### config.mk
export PLATFORM = sky130hd
export DESIGN_NAME = uart_rx_frame_ctrl_flat
export DESIGN_NICKNAME = d
export VERILOG_FILES = /design/src/rtl/uart_rx_frame_ctrl_pkg.sv /design/src/rtl/uart_rx_frame_ctrl_if.sv /design/src/rtl/uart_rx_edge_bit_counter.sv /design/src/rtl/uart_rx_frame_ctrl.sv /design/src/flat_wrapper.sv
export SDC_FILE = /design/constraint.sdc
export NUM_CORES = 1
export LEC_CHECK = 0
export CORE_ASPECT_RATIO = 1.1
export CORE_MARGIN = 5
export CORE_UTILIZATION = 48
export DETAILED_ROUTE_END_ITERATION = 12
export PLACE_DENSITY = 0.75
export SYNTH_ARGS = -nofsm -noshare
export SYNTH_HDL_FRONTEND = slang
export SYNTH_HIERARCHICAL = 1
export SYNTH_SLANG_ARGS = --single-unit
### constraint.sdc
create_clock -name clk -period 3.34 [get_ports clk]
set_clock_uncertainty 0.2 [all_clocks]
set_input_delay 0.668 -clock clk [delete_from_list [all_inputs] [get_ports clk]]
set_output_delay 0.668 -clock clk [all_outputs]
set_load 0.1 [all_outputs]
### src/rtl/uart_rx_frame_ctrl_pkg.sv
// Package uart_rx_pkg: shared types and constants for the UART RX frame
// controller.
//   rx_state_e         - frame FSM states
//   PRESCALE_8/16/32   - the only oversampling ratios the receiver accepts
//   is_legal_prescale  - returns 1 for a supported prescale value
//   DEF_DATA_WIDTH     - default number of data bits per frame
package uart_rx_pkg;

  typedef enum logic [2:0] {
    ST_IDLE   = 3'd0,
    ST_START  = 3'd1,
    ST_DATA   = 3'd2,
    ST_PARITY = 3'd3,
    ST_STOP   = 3'd4
  } rx_state_e;

  localparam logic [5:0] PRESCALE_8  = 6'd8;
  localparam logic [5:0] PRESCALE_16 = 6'd16;
  localparam logic [5:0] PRESCALE_32 = 6'd32;

  localparam int DEF_DATA_WIDTH = 8;

  function automatic logic is_legal_prescale(input logic [5:0] ps);
    return (ps == PRESCALE_8) || (ps == PRESCALE_16) || (ps == PRESCALE_32);
  endfunction

endpackage

### src/rtl/uart_rx_frame_ctrl_if.sv
// Interface bundling the frame controller's line, configuration, sampler
// and byte-output signals.
//   master : the frame controller (drives the sampler controls and outputs)
//   slave  : the environment (line, config, sampler results, byte consumer)
// Optional macro UART_RX_BREAK_DETECT_EN adds the break_det signal.
interface uart_rx_frame_ctrl_if #(parameter int DATA_WIDTH = 8);
  logic                  rx_in;
  logic [5:0]            prescale;
  logic                  par_en;
  logic                  par_typ;
  logic                  sampled_bit;
  logic                  sample_done;
  logic                  data_sampled_en;
  logic [5:0]            edge_cnt;
  logic [DATA_WIDTH-1:0] p_data;
  logic                  data_valid;
  logic                  par_err;
  logic                  stp_err;
`ifdef UART_RX_BREAK_DETECT_EN
  logic                  break_det;
`endif

  modport master (
    input  rx_in, prescale, par_en, par_typ, sampled_bit, sample_done,
    output data_sampled_en, edge_cnt, p_data, data_valid, par_err, stp_err
`ifdef UART_RX_BREAK_DETECT_EN
    , output break_det
`endif
  );

  modport slave (
    output rx_in, prescale, par_en, par_typ, sampled_bit, sample_done,
    input  data_sampled_en, edge_cnt, p_data, data_valid, par_err, stp_err
`ifdef UART_RX_BREAK_DETECT_EN
    , input break_det
`endif
  );
endinterface

### src/rtl/uart_rx_edge_bit_counter.sv
// Oversample edge counter and data-bit counter for the UART RX frame.
//   clk, rst  - clock, async active-low reset
//   en        - count edges (frame in progress)
//   clr       - synchronous clear of both counters (wins over en)
//   bit_adv   - advance the bit counter at this bit's end (DATA bits only)
//   prescale  - oversampling ratio; bit end at edge_cnt == prescale-1
//   edge_cnt  - edge index within the current bit
//   bit_end   - last oversample edge of the current bit
//   last_bit  - bit counter is on the final data bit
module uart_rx_edge_bit_counter #(
  parameter int DATA_WIDTH = 8
) (
  input  logic       clk,
  input  logic       rst,
  input  logic       en,
  input  logic       clr,
  input  logic       bit_adv,
  input  logic [5:0] prescale,
  output logic [5:0] edge_cnt,
  output logic       bit_end,
  output logic       last_bit
);
  localparam int BW = (DATA_WIDTH > 1) ? $clog2(DATA_WIDTH) : 1;

  logic [BW-1:0] bit_cnt;

  assign bit_end  = en && (edge_cnt == (prescale - 6'd1));
  assign last_bit = (bit_cnt == BW'(DATA_WIDTH - 1));

  always_ff @(posedge clk or negedge rst) begin
    if (!rst) begin
      edge_cnt <= '0;
      bit_cnt  <= '0;
    end else if (clr) begin
      edge_cnt <= '0;
      bit_cnt  <= '0;
    end else if (en) begin
      edge_cnt <= bit_end ? 6'd0 : edge_cnt + 6'd1;
      if (bit_end && bit_adv)
        bit_cnt <= last_bit ? '0 : bit_cnt + 1'b1;
    end
  end
endmodule

### src/rtl/uart_rx_frame_ctrl.sv
// UART receive frame controller. Detects the start bit, walks
// START/DATA/[PARITY]/STOP, deserializes LSB-first from the majority
// sampler's results and reports one pulse per frame end.
//   clk, rst  - oversampling clock, async active-low reset
//   bus       - uart_rx_frame_ctrl_if.master: rx_in, prescale, par_en,
//               par_typ, sampled_bit, sample_done in; data_sampled_en,
//               edge_cnt, p_data, data_valid, par_err, stp_err out
// Optional macro UART_RX_BREAK_DETECT_EN: all-zero data with a zero stop bit
// pulses break_det instead of stp_err/par_err.
module uart_rx_frame_ctrl
  import uart_rx_pkg::*;
#(
  parameter int DATA_WIDTH = DEF_DATA_WIDTH
) (
  input  logic                clk,
  input  logic                rst,
  uart_rx_frame_ctrl_if.master bus
);
  rx_state_e             state, state_n;
  logic                  legal, bit_end, last_bit, cnt_en, cnt_clr;
  logic                  accept, taken, bit_q, cur_bit, frame_end;
  logic                  par_bad, stop_bad, perr, brk, frame_ok;
  logic [5:0]            edge_cnt;
  logic [DATA_WIDTH-1:0] sr, p_data_q;
  logic                  data_valid_q, par_err_q, stp_err_q;

  assign legal   = is_legal_prescale(bus.prescale);
  assign cnt_en  = (state != ST_IDLE);
  // Counters sit at zero in IDLE and whenever we are about to fall back to it.
  assign cnt_clr = (state == ST_IDLE) || (state_n == ST_IDLE);

  uart_rx_edge_bit_counter #(.DATA_WIDTH(DATA_WIDTH)) u_cnt (
    .clk      (clk),
    .rst      (rst),
    .en       (cnt_en),
    .clr      (cnt_clr),
    .bit_adv  (state == ST_DATA),
    .prescale (bus.prescale),
    .edge_cnt (edge_cnt),
    .bit_end  (bit_end),
    .last_bit (last_bit)
  );

  // Only the first sample_done of a bit counts; a bit that ends with no
  // sample at all is taken as 0.
  assign accept  = bus.sample_done && !taken && cnt_en;
  assign cur_bit = accept ? bus.sampled_bit : (taken && bit_q);

  always_ff @(posedge clk or negedge rst) begin
    if (!rst) state <= ST_IDLE;
    else      state <= state_n;
  end

  always_comb begin
    state_n   = state;
    frame_end = 1'b0;
    case (state)
      ST_IDLE:   if (!bus.rx_in && legal) state_n = ST_START;
      ST_START:  if (accept && bus.sampled_bit) state_n = ST_IDLE;
                 else if (bit_end)              state_n = ST_DATA;
      ST_DATA:   if (bit_end && last_bit) state_n = bus.par_en ? ST_PARITY : ST_STOP;
      ST_PARITY: if (bit_end) state_n = ST_STOP;
      ST_STOP:   if (bit_end) begin
                   frame_end = 1'b1;
                   state_n   = bus.rx_in ? ST_IDLE : ST_START;
                 end
      default:   state_n = ST_IDLE;
    endcase
    // Prescale going illegal mid-frame aborts silently.
    if (state != ST_IDLE && !legal) begin
      state_n   = ST_IDLE;
      frame_end = 1'b0;
    end
  end

  always_ff @(posedge clk or negedge rst) begin
    if (!rst) begin
      taken   <= 1'b0;
      bit_q   <= 1'b0;
      sr      <= '0;
      par_bad <= 1'b0;
    end else begin
      if (cnt_clr || bit_end) taken <= 1'b0;
      else if (accept)        taken <= 1'b1;
      if (accept) bit_q <= bus.sampled_bit;
      if (state == ST_DATA && bit_end) sr <= {cur_bit, sr[DATA_WIDTH-1:1]};
      if (state == ST_START)
        par_bad <= 1'b0;
      else if (state == ST_PARITY && bit_end)
        par_bad <= ((^sr) ^ bus.par_typ) != cur_bit;
    end
  end

  assign stop_bad = !cur_bit;
  assign perr     = bus.par_en && par_bad;
  assign frame_ok = !stop_bad && !perr;
`ifdef UART_RX_BREAK_DETECT_EN
  logic break_q;
  assign brk = (sr == '0) && stop_bad;
`else
  assign brk = 1'b0;
`endif

  always_ff @(posedge clk or negedge rst) begin
    if (!rst) begin
      p_data_q     <= '0;
      data_valid_q <= 1'b0;
      par_err_q    <= 1'b0;
      stp_err_q    <= 1'b0;
`ifdef UART_RX_BREAK_DETECT_EN
      break_q      <= 1'b0;
`endif
    end else begin
      data_valid_q <= frame_end && frame_ok;
      par_err_q    <= frame_end && perr && !brk;
      stp_err_q    <= frame_end && stop_bad && !brk;
`ifdef UART_RX_BREAK_DETECT_EN
      break_q      <= frame_end && brk;
`endif
      if (frame_end && frame_ok) p_data_q <= sr;
    end
  end

  assign bus.edge_cnt        = edge_cnt;
  assign bus.data_sampled_en = cnt_en;
  assign bus.p_data          = p_data_q;
  assign bus.data_valid      = data_valid_q;
  assign bus.par_err         = par_err_q;
  assign bus.stp_err         = stp_err_q;
`ifdef UART_RX_BREAK_DETECT_EN
  assign bus.break_det       = break_q;
`endif
endmodule

### src/flat_wrapper.sv
// flat-port wrapper written by rule: the top's interface ports become plain ports
module uart_rx_frame_ctrl_flat import uart_rx_pkg::*;
#(
  parameter int DATA_WIDTH = DEF_DATA_WIDTH
)
  (clk, rst, bus_rx_in, bus_prescale, bus_par_en, bus_par_typ, bus_sampled_bit, bus_sample_done, bus_data_sampled_en, bus_edge_cnt, bus_p_data, bus_data_valid, bus_par_err, bus_stp_err);
  uart_rx_frame_ctrl_if #(.DATA_WIDTH(DATA_WIDTH)) bus_i ();
  input  logic clk;
  input  logic rst;
  input wire logic [$bits(bus_i.rx_in)-1:0] bus_rx_in;
  input wire logic [$bits(bus_i.prescale)-1:0] bus_prescale;
  input wire logic [$bits(bus_i.par_en)-1:0] bus_par_en;
  input wire logic [$bits(bus_i.par_typ)-1:0] bus_par_typ;
  input wire logic [$bits(bus_i.sampled_bit)-1:0] bus_sampled_bit;
  input wire logic [$bits(bus_i.sample_done)-1:0] bus_sample_done;
  output wire logic [$bits(bus_i.data_sampled_en)-1:0] bus_data_sampled_en;
  output wire logic [$bits(bus_i.edge_cnt)-1:0] bus_edge_cnt;
  output wire logic [$bits(bus_i.p_data)-1:0] bus_p_data;
  output wire logic [$bits(bus_i.data_valid)-1:0] bus_data_valid;
  output wire logic [$bits(bus_i.par_err)-1:0] bus_par_err;
  output wire logic [$bits(bus_i.stp_err)-1:0] bus_stp_err;
  assign bus_i.rx_in = bus_rx_in;
  assign bus_i.prescale = bus_prescale;
  assign bus_i.par_en = bus_par_en;
  assign bus_i.par_typ = bus_par_typ;
  assign bus_i.sampled_bit = bus_sampled_bit;
  assign bus_i.sample_done = bus_sample_done;
  assign bus_data_sampled_en = bus_i.data_sampled_en;
  assign bus_edge_cnt = bus_i.edge_cnt;
  assign bus_p_data = bus_i.p_data;
  assign bus_data_valid = bus_i.data_valid;
  assign bus_par_err = bus_i.par_err;
  assign bus_stp_err = bus_i.stp_err;
  uart_rx_frame_ctrl #(.DATA_WIDTH(DATA_WIDTH)) u_core (.clk(clk), .rst(rst), .bus(bus_i));
endmodule
==> flow_summary.yaml, run 1 <==
run:
  cap_viol_max_count: 0
cells_and_area:
  cell_area_after_layout_um2: 2680
  n_antenna_cell: 0
  syn_to_final_growth_pct: 37.1
  finalNetCount: 261
  filler_cell_count: 316
  drive_gt1_share_pct: 41.2
synthesis:
  synthFlopType: "sky130_fd_sc_hd__dfrtp_1"
  postSynth.asyncResetShare_pct: 100
  synth.top_cells.by_area: "sky130_fd_sc_hd__dfrtp_1 43%, sky130_fd_sc_hd__mux2_2 9.2%, sky130_fd_sc_hd__xnor2_1 4.5%"
  seq_area_frac_synth_pct: 43.5
  syn_area_um2: 1960
  syn_inst: 181
  synthDominantAreaCellType: "sky130_fd_sc_hd__dfrtp_1"
  synth_cell_types: 46
  syn-num-nets: 198
  avgSynthCellArea_um2: 10.8
  synth-edff-count: 0
  yosys.area.top_type_share_pct: 43.5
  synth.most_common_cell: "sky130_fd_sc_hd__dfrtp_1"
  ys_seq_elements: 34
  ys_warn_count: 6
  synth_commonest_cells: "34 x sky130_fd_sc_hd__dfrtp_1, 16 x sky130_fd_sc_hd__mux2_2, 14 x sky130_fd_sc_hd__nor2_1"
die:
  initial_utilization_pct: 49.4
  dieHeight_um: 77.0
  ios: 31
  fp.dieW_um: 70.9
  total_die_area_um2: 5460
  core_area_um2: 3960
  rows: 24
min_path:
  hold_path_depth: 2
  hp-class: "reg -> reg"
drt:
  detail_route.iter0.violations: 65
  wl_per_cell_um: 15.5
  route.detailed.drc: 0
  wl_mm: 4.61
  post_drt_via_cell_ratio: 5.55
  ant_nets: 0
  detailedRoute.firstPassIterationCount: 5
  count_of_vias_placed_by_the_detailed_router: 1647
sta:
  finalMaxSlewViolations: 0
  final_setup_violation_count: 0
  post-route-worst-setup-slack_ps: 115
  final_hold_fails: 0
  fmax_mhz: 310
  final_min_period_over_clock_period_pct: 96.6
  finalWorstPathRequiredPeriod_ps: 3230
  rsz_0062_raised_after_global_routing: "no"
  tightest_slew_ps: 428
  maxSlewHeadroom_pct: 71.4
setup_path:
  crit_required_ps: 3350
  worst_path_most_repeated_cell: "sky130_fd_sc_hd__buf_4"
  crit_arrival_ps: 3230
  worst_path_largest_cell_delay_ps: 380
  reg2reg_from: "u_core/state[2]$_DFF_PN0_"
  crit_end: "u_core/u_cnt/edge_cnt[1]$_DFFE_PN0P_"
  worstSetupStartpoint: "bus_prescale[0]"
  timing.critical_path.from_type: "primary input"
  timing.critical_path.cells: "clkbuf_2 -> inv_1 -> ha_2 -> nor2b_1 -> or3_4 -> a31o_4 -> nor2_4 -> buf_4 -> and4b_1 -> a311o_1 -> nor3b_2 -> a211o_4 -> buf_6 -> buf_4 -> a21oi_1"
  regToRegEndpoint: "u_core/u_cnt/edge_cnt[1]$_DFFE_PN0P_"
  r2r.worst_path.cells: 13
  slowest_stage: "sky130_fd_sc_hd__or3_4"
  reg2reg_setup_slack_ps: 190
  kind_of_end_point_of_the_critical_path: "flip-flop"
  worst-setup-path-type: "in -> reg"
  crit_path_max_fanout: 6
cts:
  postCtsHoldBufs: 0
  worst_skew_pair.late_latency_ps: 290
  cts.reportedPaths.clkPinSlew_ps: 70
  ctsHtreeMaxLevel: 2
  num_cts_buffers: 5
  tritoncts_num_sinks: 34
  tritoncts: "built"
  clockRootBuffer: "sky130_fd_sc_hd__clkbuf_8"
  clockBufferDepth: 2
place:
  finalWeightedCongestion: 0.803
  postPlaceCellArea_um2: 2450
  dp_hpwl_mm: 3.16
  number_of_buffer_cells_added_on_primary_ports: 30
  post-place-ws_ps: -634
power:
  leakage_power_total_nw: 1.26
  power_mw: 1.00
  pwr_density_cell_nw_per_um2: 373
  vdd_ir_drop_max_uv: 329
global_route:
  grt_start_max_net_pins: 35
  grt_overflow: 0
  grt_util_all_layers_pct: 17.4
  first_global_vias: 1641
  grt_pass1_wl_mm: 7.65
  antenna_found_initial: 0
status:
  run_status: "finished, final reports clean"
-- final cells by class --
type | instances | area (µm²) | share of cell area, %
multi-input cells | 135 | 1120 | 41.6
flip-flops and latches | 34 | 851 | 31.7
repair buffers | 60 | 480 | 17.9
clock buffers | 5 | 68.8 | 2.56
clock inverters | 3 | 68.8 | 2.56
well taps | 52 | 65.1 | 2.42
inverters | 8 | 33.8 | 1.26
-- layer usage --
layer / up-vias / part of all wire (%) / global-route usage [%]
met3: 14 / 3.9 / 4.05
li1: 784 / - / -
met4: 0 / 2.0 / 5.26
met1: 801 / 42 / 21.9
met5: - / 0 / 0
met2: 48 / 52 / 29.6
-- worst min path at each step --
stage	from	to	slack, ps
6_report	u_core/par_bad$_DFFE_PN0P_	u_core/par_bad$_DFFE_PN0P_	300
5_1_grt	u_core/par_bad$_DFFE_PN0P_	u_core/par_bad$_DFFE_PN0P_	340
4_1_cts	u_core/par_bad$_DFFE_PN0P_	u_core/par_bad$_DFFE_PN0P_	300
3_5_place_dp	u_core/par_bad$_DFFE_PN0P_	u_core/par_bad$_DFFE_PN0P_	280
3_3_place_gp	u_core/par_bad$_DFFE_PN0P_	u_core/par_bad$_DFFE_PN0P_	270
2_1_floorplan	rst	u_core/bit_q$_DFFE_PN0P_	170
-- report_power, final --
part,total [mW],internal [mW],switching [mW]
Combinational,0.119,0.0526,0.0665
Sequential,0.422,0.418,0.00399
Clock,0.460,0.299,0.161
Total,1.00,0.770,0.232
-- metrics by stage --
step                util, %  hold WS [ps]  cells  setup TNS (ps)
floorplan                 -           172    181            -554
finish                 67.7           305    297               0
global placement       61.9           273    284          -10050
global route           67.7           345    297               0
CTS                    66.7           301    296               0
detailed placement     61.9           284    284          -11100
-- logic make-up (layout without fill, tap and decap cells) --
kind of cell | count (synthesis) | in the layout | share of synthesized area, %
AOI/OAI and AO/OA | 37 | 37 | 13.6
xor gates and xnor gates | 16 | 16 | 7.16
adders and majority gates | 4 | 4 | 2.56
buffers and inverters | 12 | 76 | 2.56
DFF | 34 | 34 | 43.5
muxes | 16 | 16 | 9.21
and+or+nand+nor | 62 | 62 | 21.5
-- placed cells by master (no fill, tap or decap), types with 3 or more instances in the layout --
| cell | count |
|---|---|
| sky130_fd_sc_hd__buf_4 | 46 |
| sky130_fd_sc_hd__dfrtp_1 | 34 |
| sky130_fd_sc_hd__mux2_2 | 16 |
| sky130_fd_sc_hd__nor2_1 | 14 |
| sky130_fd_sc_hd__o21ai_0 | 9 |
| sky130_fd_sc_hd__xnor2_1 | 9 |
| sky130_fd_sc_hd__inv_1 | 7 |
| sky130_fd_sc_hd__clkdlybuf4s50_1 | 6 |
| sky130_fd_sc_hd__xor2_1 | 6 |
| sky130_fd_sc_hd__nand2_1 | 6 |
| sky130_fd_sc_hd__clkbuf_8 | 5 |
| sky130_fd_sc_hd__nand2b_1 | 5 |
| sky130_fd_sc_hd__a21oi_1 | 4 |
| sky130_fd_sc_hd__nand4_1 | 4 |
| sky130_fd_sc_hd__nand3_1 | 4 |
| sky130_fd_sc_hd__and3_1 | 4 |
| sky130_fd_sc_hd__nor4_2 | 4 |
| sky130_fd_sc_hd__clkbuf_2 | 3 |
| sky130_fd_sc_hd__dlymetal6s2s_1 | 3 |
| sky130_fd_sc_hd__nor2b_1 | 3 |
| sky130_fd_sc_hd__a21oi_2 | 3 |
| sky130_fd_sc_hd__o31ai_1 | 3 |
| sky130_fd_sc_hd__ha_1 | 3 |
-- state kept, by name (all words and copies together), names as in the netlist, 3 cells and up --
name / cells
u_core/u_cnt/bit_cnt: 3
u_core/bus.p_data: 8
u_core/state: 3
u_core/u_cnt/edge_cnt: 6
u_core/sr: 8
-- critical path, delay by kind of cell --
family	cells	cell delay [ps]
AND/OR/NAND/NOR	5	910
adder cells (fa/ha/maj)	1	190
buffers and inverters	5	530
AO/OA/AOI/OAI	4	930
-- timing repair --
| item | 4_1_cts | 5_1_grt |
|---|---|---|
| resized for setup | 13 | 16 |
| buffers inserted | 4 | 2 |
| pin swaps | 9 | 12 |
| endpoints found under the setup margin | 17 | 17 |
(Power assumes the default switching activity.)
==> run 2: changes to the inputs <==
--- a/config.mk
+++ b/config.mk
@@ -9,6 +9,7 @@
 export CORE_MARGIN = 5
 export CORE_UTILIZATION = 48
 export DETAILED_ROUTE_END_ITERATION = 12
+export HOLD_SLACK_MARGIN = 0.12
 export PLACE_DENSITY = 0.75
 export SYNTH_ARGS = -nofsm -noshare
 export SYNTH_HDL_FRONTEND = slang
==> results of run 2 <==
The final DEF is identical to that of run 1; final timing and power are the same.
==> run 3: changes to the inputs <==
--- a/config.mk
+++ b/config.mk
@@ -10,8 +10,8 @@
 export CORE_UTILIZATION = 48
 export DETAILED_ROUTE_END_ITERATION = 12
 export HOLD_SLACK_MARGIN = 0.12
-export PLACE_DENSITY = 0.75
+export PLACE_DENSITY = 0.76
 export SYNTH_ARGS = -nofsm -noshare
 export SYNTH_HDL_FRONTEND = slang
-export SYNTH_HIERARCHICAL = 1
 export SYNTH_SLANG_ARGS = --single-unit
+export TNS_END_PERCENT = 50
==> run 3 against run 2 <==
Critical path depth decreased by 7. Worst hold slack gained 3.8 ps. Die area decreased by 0.83%. Count of clock-buffer cells in the layout rose by 1. Register-to-register slack better by 670 ps. Largest cell class unchanged. Design area down 11%.
==> flow_summary.yaml, run 3 <==
synthesis:
  synth-edff-count: 0
  synthFlopType: "sky130_fd_sc_hd__dfrtp_1"
  synth.most_common_cell: "sky130_fd_sc_hd__dfrtp_1"
  ys_seq_elements: 34
  synth.top_cells.by_area: "sky130_fd_sc_hd__dfrtp_1 44%, sky130_fd_sc_hd__mux2_2 9.3%, sky130_fd_sc_hd__xnor2_1 4.5%"
  synthDominantAreaCellType: "sky130_fd_sc_hd__dfrtp_1"
  syn_inst: 179
  syn-num-nets: 197
  synth_cell_types: 45
  yosys.area.top_type_share_pct: 43.9
  syn_area_um2: 1940
  ys_warn_count: 0
  postSynth.asyncResetShare_pct: 100
  synth_commonest_cells: "34 x sky130_fd_sc_hd__dfrtp_1, 16 x sky130_fd_sc_hd__mux2_2, 15 x sky130_fd_sc_hd__nor2_1"
  seq_area_frac_synth_pct: 43.9
  avgSynthCellArea_um2: 10.8
cells_and_area:
  final_core_util_pct: 60.9
  n_antenna_cell: 0
  cell_area_after_layout_um2: 2400
  syn_to_final_growth_pct: 23.6
  finalNetCount: 235
  final_common_cell: "sky130_fd_sc_hd__dfrtp_1"
  layout.cells.most_common_list: "34 x sky130_fd_sc_hd__dfrtp_1, 27 x sky130_fd_sc_hd__buf_4, 16 x sky130_fd_sc_hd__mux2_2, 15 x sky130_fd_sc_hd__nor2_1, 12 x sky130_fd_sc_hd__clkdlybuf4s50_1"
  drive_gt1_share_pct: 26.3
drt:
  detailroute.wirelength.met3_um: 148
  detailedRoute.firstPassIterationCount: 4
  wl_per_cell_um: 14.3
  route.detailed.drc: 0
  wl_mm: 3.86
  post_drt_via_cell_ratio: 5.55
  wl_met2_mm: 1.83
  ant_nets: 0
  detail_route.iter0.violations: 158
  detail_route.wirelength.met1_mm: 1.80
  dr.max_layer_used: "met4"
  count_of_vias_placed_by_the_detailed_router: 1492
sta:
  rsz_0062_raised_after_global_routing: "no"
  finalWorstPathRequiredPeriod_ps: 3110
  maxSlewHeadroom_pct: 60.5
  tightest_slew_ps: 591
  finalMaxSlewViolations: 0
  final_hold_fails: 0
  fmax_mhz: 322
  final_min_period_over_clock_period_pct: 93.0
  final_setup_violation_count: 0
setup_path:
  crit_required_ps: 3270
  crit_path_max_fanout: 6
  r2r.worst_path.cells: 5
  crit_arrival_ps: 3030
  worst-setup-path-type: "in -> reg"
  worst_path_largest_cell_delay_ps: 630
  reg2reg_setup_slack_ps: 860
  kind_of_end_point_of_the_critical_path: "flip-flop"
  reg2reg_from: "u_core.u_cnt.edge_cnt[4]$_DFFE_PN0P_"
  worst_path_buffer_plus_inverter_count: 2
  regToRegEndpoint: "u_core.u_cnt.bit_cnt[2]$_DFFE_PN0P_"
  critical-path-top-delay-family: "compound AO/OA/AOI/OAI gates"
  slowest_stage: "sky130_fd_sc_hd__a2111oi_1"
  timing.critical_path.cells: "clkdlybuf4s50_1 -> inv_1 -> ha_1 -> nor4bb_1 -> mux2_4 -> o22a_1 -> a2111oi_1 -> a2111oi_0"
  timing.critical_path.from_type: "primary input"
cts:
  cts.reportedPaths.clkPinSlew_ps: 60
  post-cts-setup-buffer-count: 0
  postCtsHoldBufs: 0
  worst_skew_pair.late_latency_ps: 280
  num_cts_buffers: 5
  tritoncts_num_sinks: 34
  ctsHtreeMaxLevel: 2
  clockRootBuffer: "sky130_fd_sc_hd__clkbuf_8"
  clockBufferDepth: 2
  post_cts_resize_count: 0
  tritoncts: "built"
global_route:
  grt_pass1_wl_mm: 6.74
  antenna_found_initial: 0
  first_global_vias: 1490
  grt_start_max_net_pins: 35
  grt_overflow: 0
  grt_util_all_layers_pct: 15.4
min_path:
  hp-class: "reg -> reg"
  min_to: "u_core.bus.p_data[3]$_DFFE_PN0P_"
  hold_path_depth: 1
  timing.hold.worst.start: "u_core.bus.p_data[3]$_DFFE_PN0P_"
place:
  postPlaceCellArea_um2: 2280
  dp_hpwl_mm: 2.91
  finalWeightedCongestion: 0.830
  number_of_buffer_cells_added_on_primary_ports: 30
die:
  ios: 31
  initial_utilization_pct: 49.3
  core_area_um2: 3930
  fp.dieW_um: 70.6
  rows: 24
  dieHeight_um: 76.6
  total_die_area_um2: 5410
status:
  run_status: "finished, final reports clean"
power:
  power_switching_uw: 185
  pwr_density_cell_nw_per_um2: 366
  vdd_ir_drop_max_uv: 236
  cell_internal_pwr_uw: 692
  part_of_the_total_power_dissipated_in_the_clock_network_pct: 42.9
  seq_power_share_pct: 48.1
  power.share.combinational_pct: 9.0
  leakage_power_total_nw: 1.14
  power_switching_share_pct: 21.1
run:
  cap_viol_max_count: 0
run 3: cells by family (layout without fill, tap and decap cells):
kind of cell | after synthesis | after routing | share of synthesized area [%]
buf+inv | 13 | 51 | 3.16
fa+ha+maj | 5 | 5 | 3.23
compound gates | 35 | 35 | 13.5
simple gates | 55 | 55 | 16.4
mux | 17 | 17 | 10.1
xor+xnor | 20 | 20 | 9.75
flops | 34 | 34 | 43.9
run 3: routing by layer:
layer | track usage, % | up-vias
met2 | 24.1 | 33
met5 | 0 | -
li1 | - | 732
met4 | 5.64 | 0
met3 | 3.17 | 8
met1 | 20.9 | 719
run 3: layout make-up:
type | count | area, µm²
Sequential cell | 34 | 851
Inverter | 5 | 18.8
Multi-Input combinational cell | 132 | 1030
Clock inverter | 1 | 30.0
Timing Repair Buffer | 39 | 323
Tap cell | 52 | 65.1
Clock buffer | 6 | 82.6
Fill cell | 318 | 1540
run 3: how the worst max path moves through the flow:
stage,endpoint,cells past startpoint,start,slack (ps)
after CTS,u_core.u_cnt.bit_cnt[2]$_DFFE_PN0P_,9,bus_prescale[0],260
after global placement,u_core.u_cnt.bit_cnt[1]$_DFFE_PN0P_,9,bus_prescale[0],100
after detailed placement,u_core.u_cnt.bit_cnt[2]$_DFFE_PN0P_,9,bus_prescale[0],-30
final,u_core.u_cnt.bit_cnt[2]$_DFFE_PN0P_,8,bus_prescale[0],230
after global routing,u_core.u_cnt.bit_cnt[2]$_DFFE_PN0P_,9,bus_prescale[0],140
after floorplan,u_core.bus.p_data[0]$_DFFE_PN0P_,6,u_core.u_cnt.edge_cnt[2]$_DFFE_PN0P_,460
run 3: power groups by stage:
stage	sequential (mW)	combinational [mW]	clock, mW
after floorplan	0.428	0.0422	0
after global placement	0.429	0.0770	0
after detailed placement	0.429	0.0788	0
after CTS	0.421	0.0790	0.387
after global routing	0.422	0.0878	0.410
final	0.422	0.0784	0.376
run 3: through the flow:
stage	power, mW	setup WS (ps)	setup TNS, ps	hold slack [ps]	std cells
floorplan	0.470	463	0	172	179
global placement	0.506	104	0	291	262
detailed placement	0.508	-30.9	-30.9	299	262
CTS	0.887	262	0	314	269
global route	0.919	137	0	336	269
finish	0.876	232	0	309	269
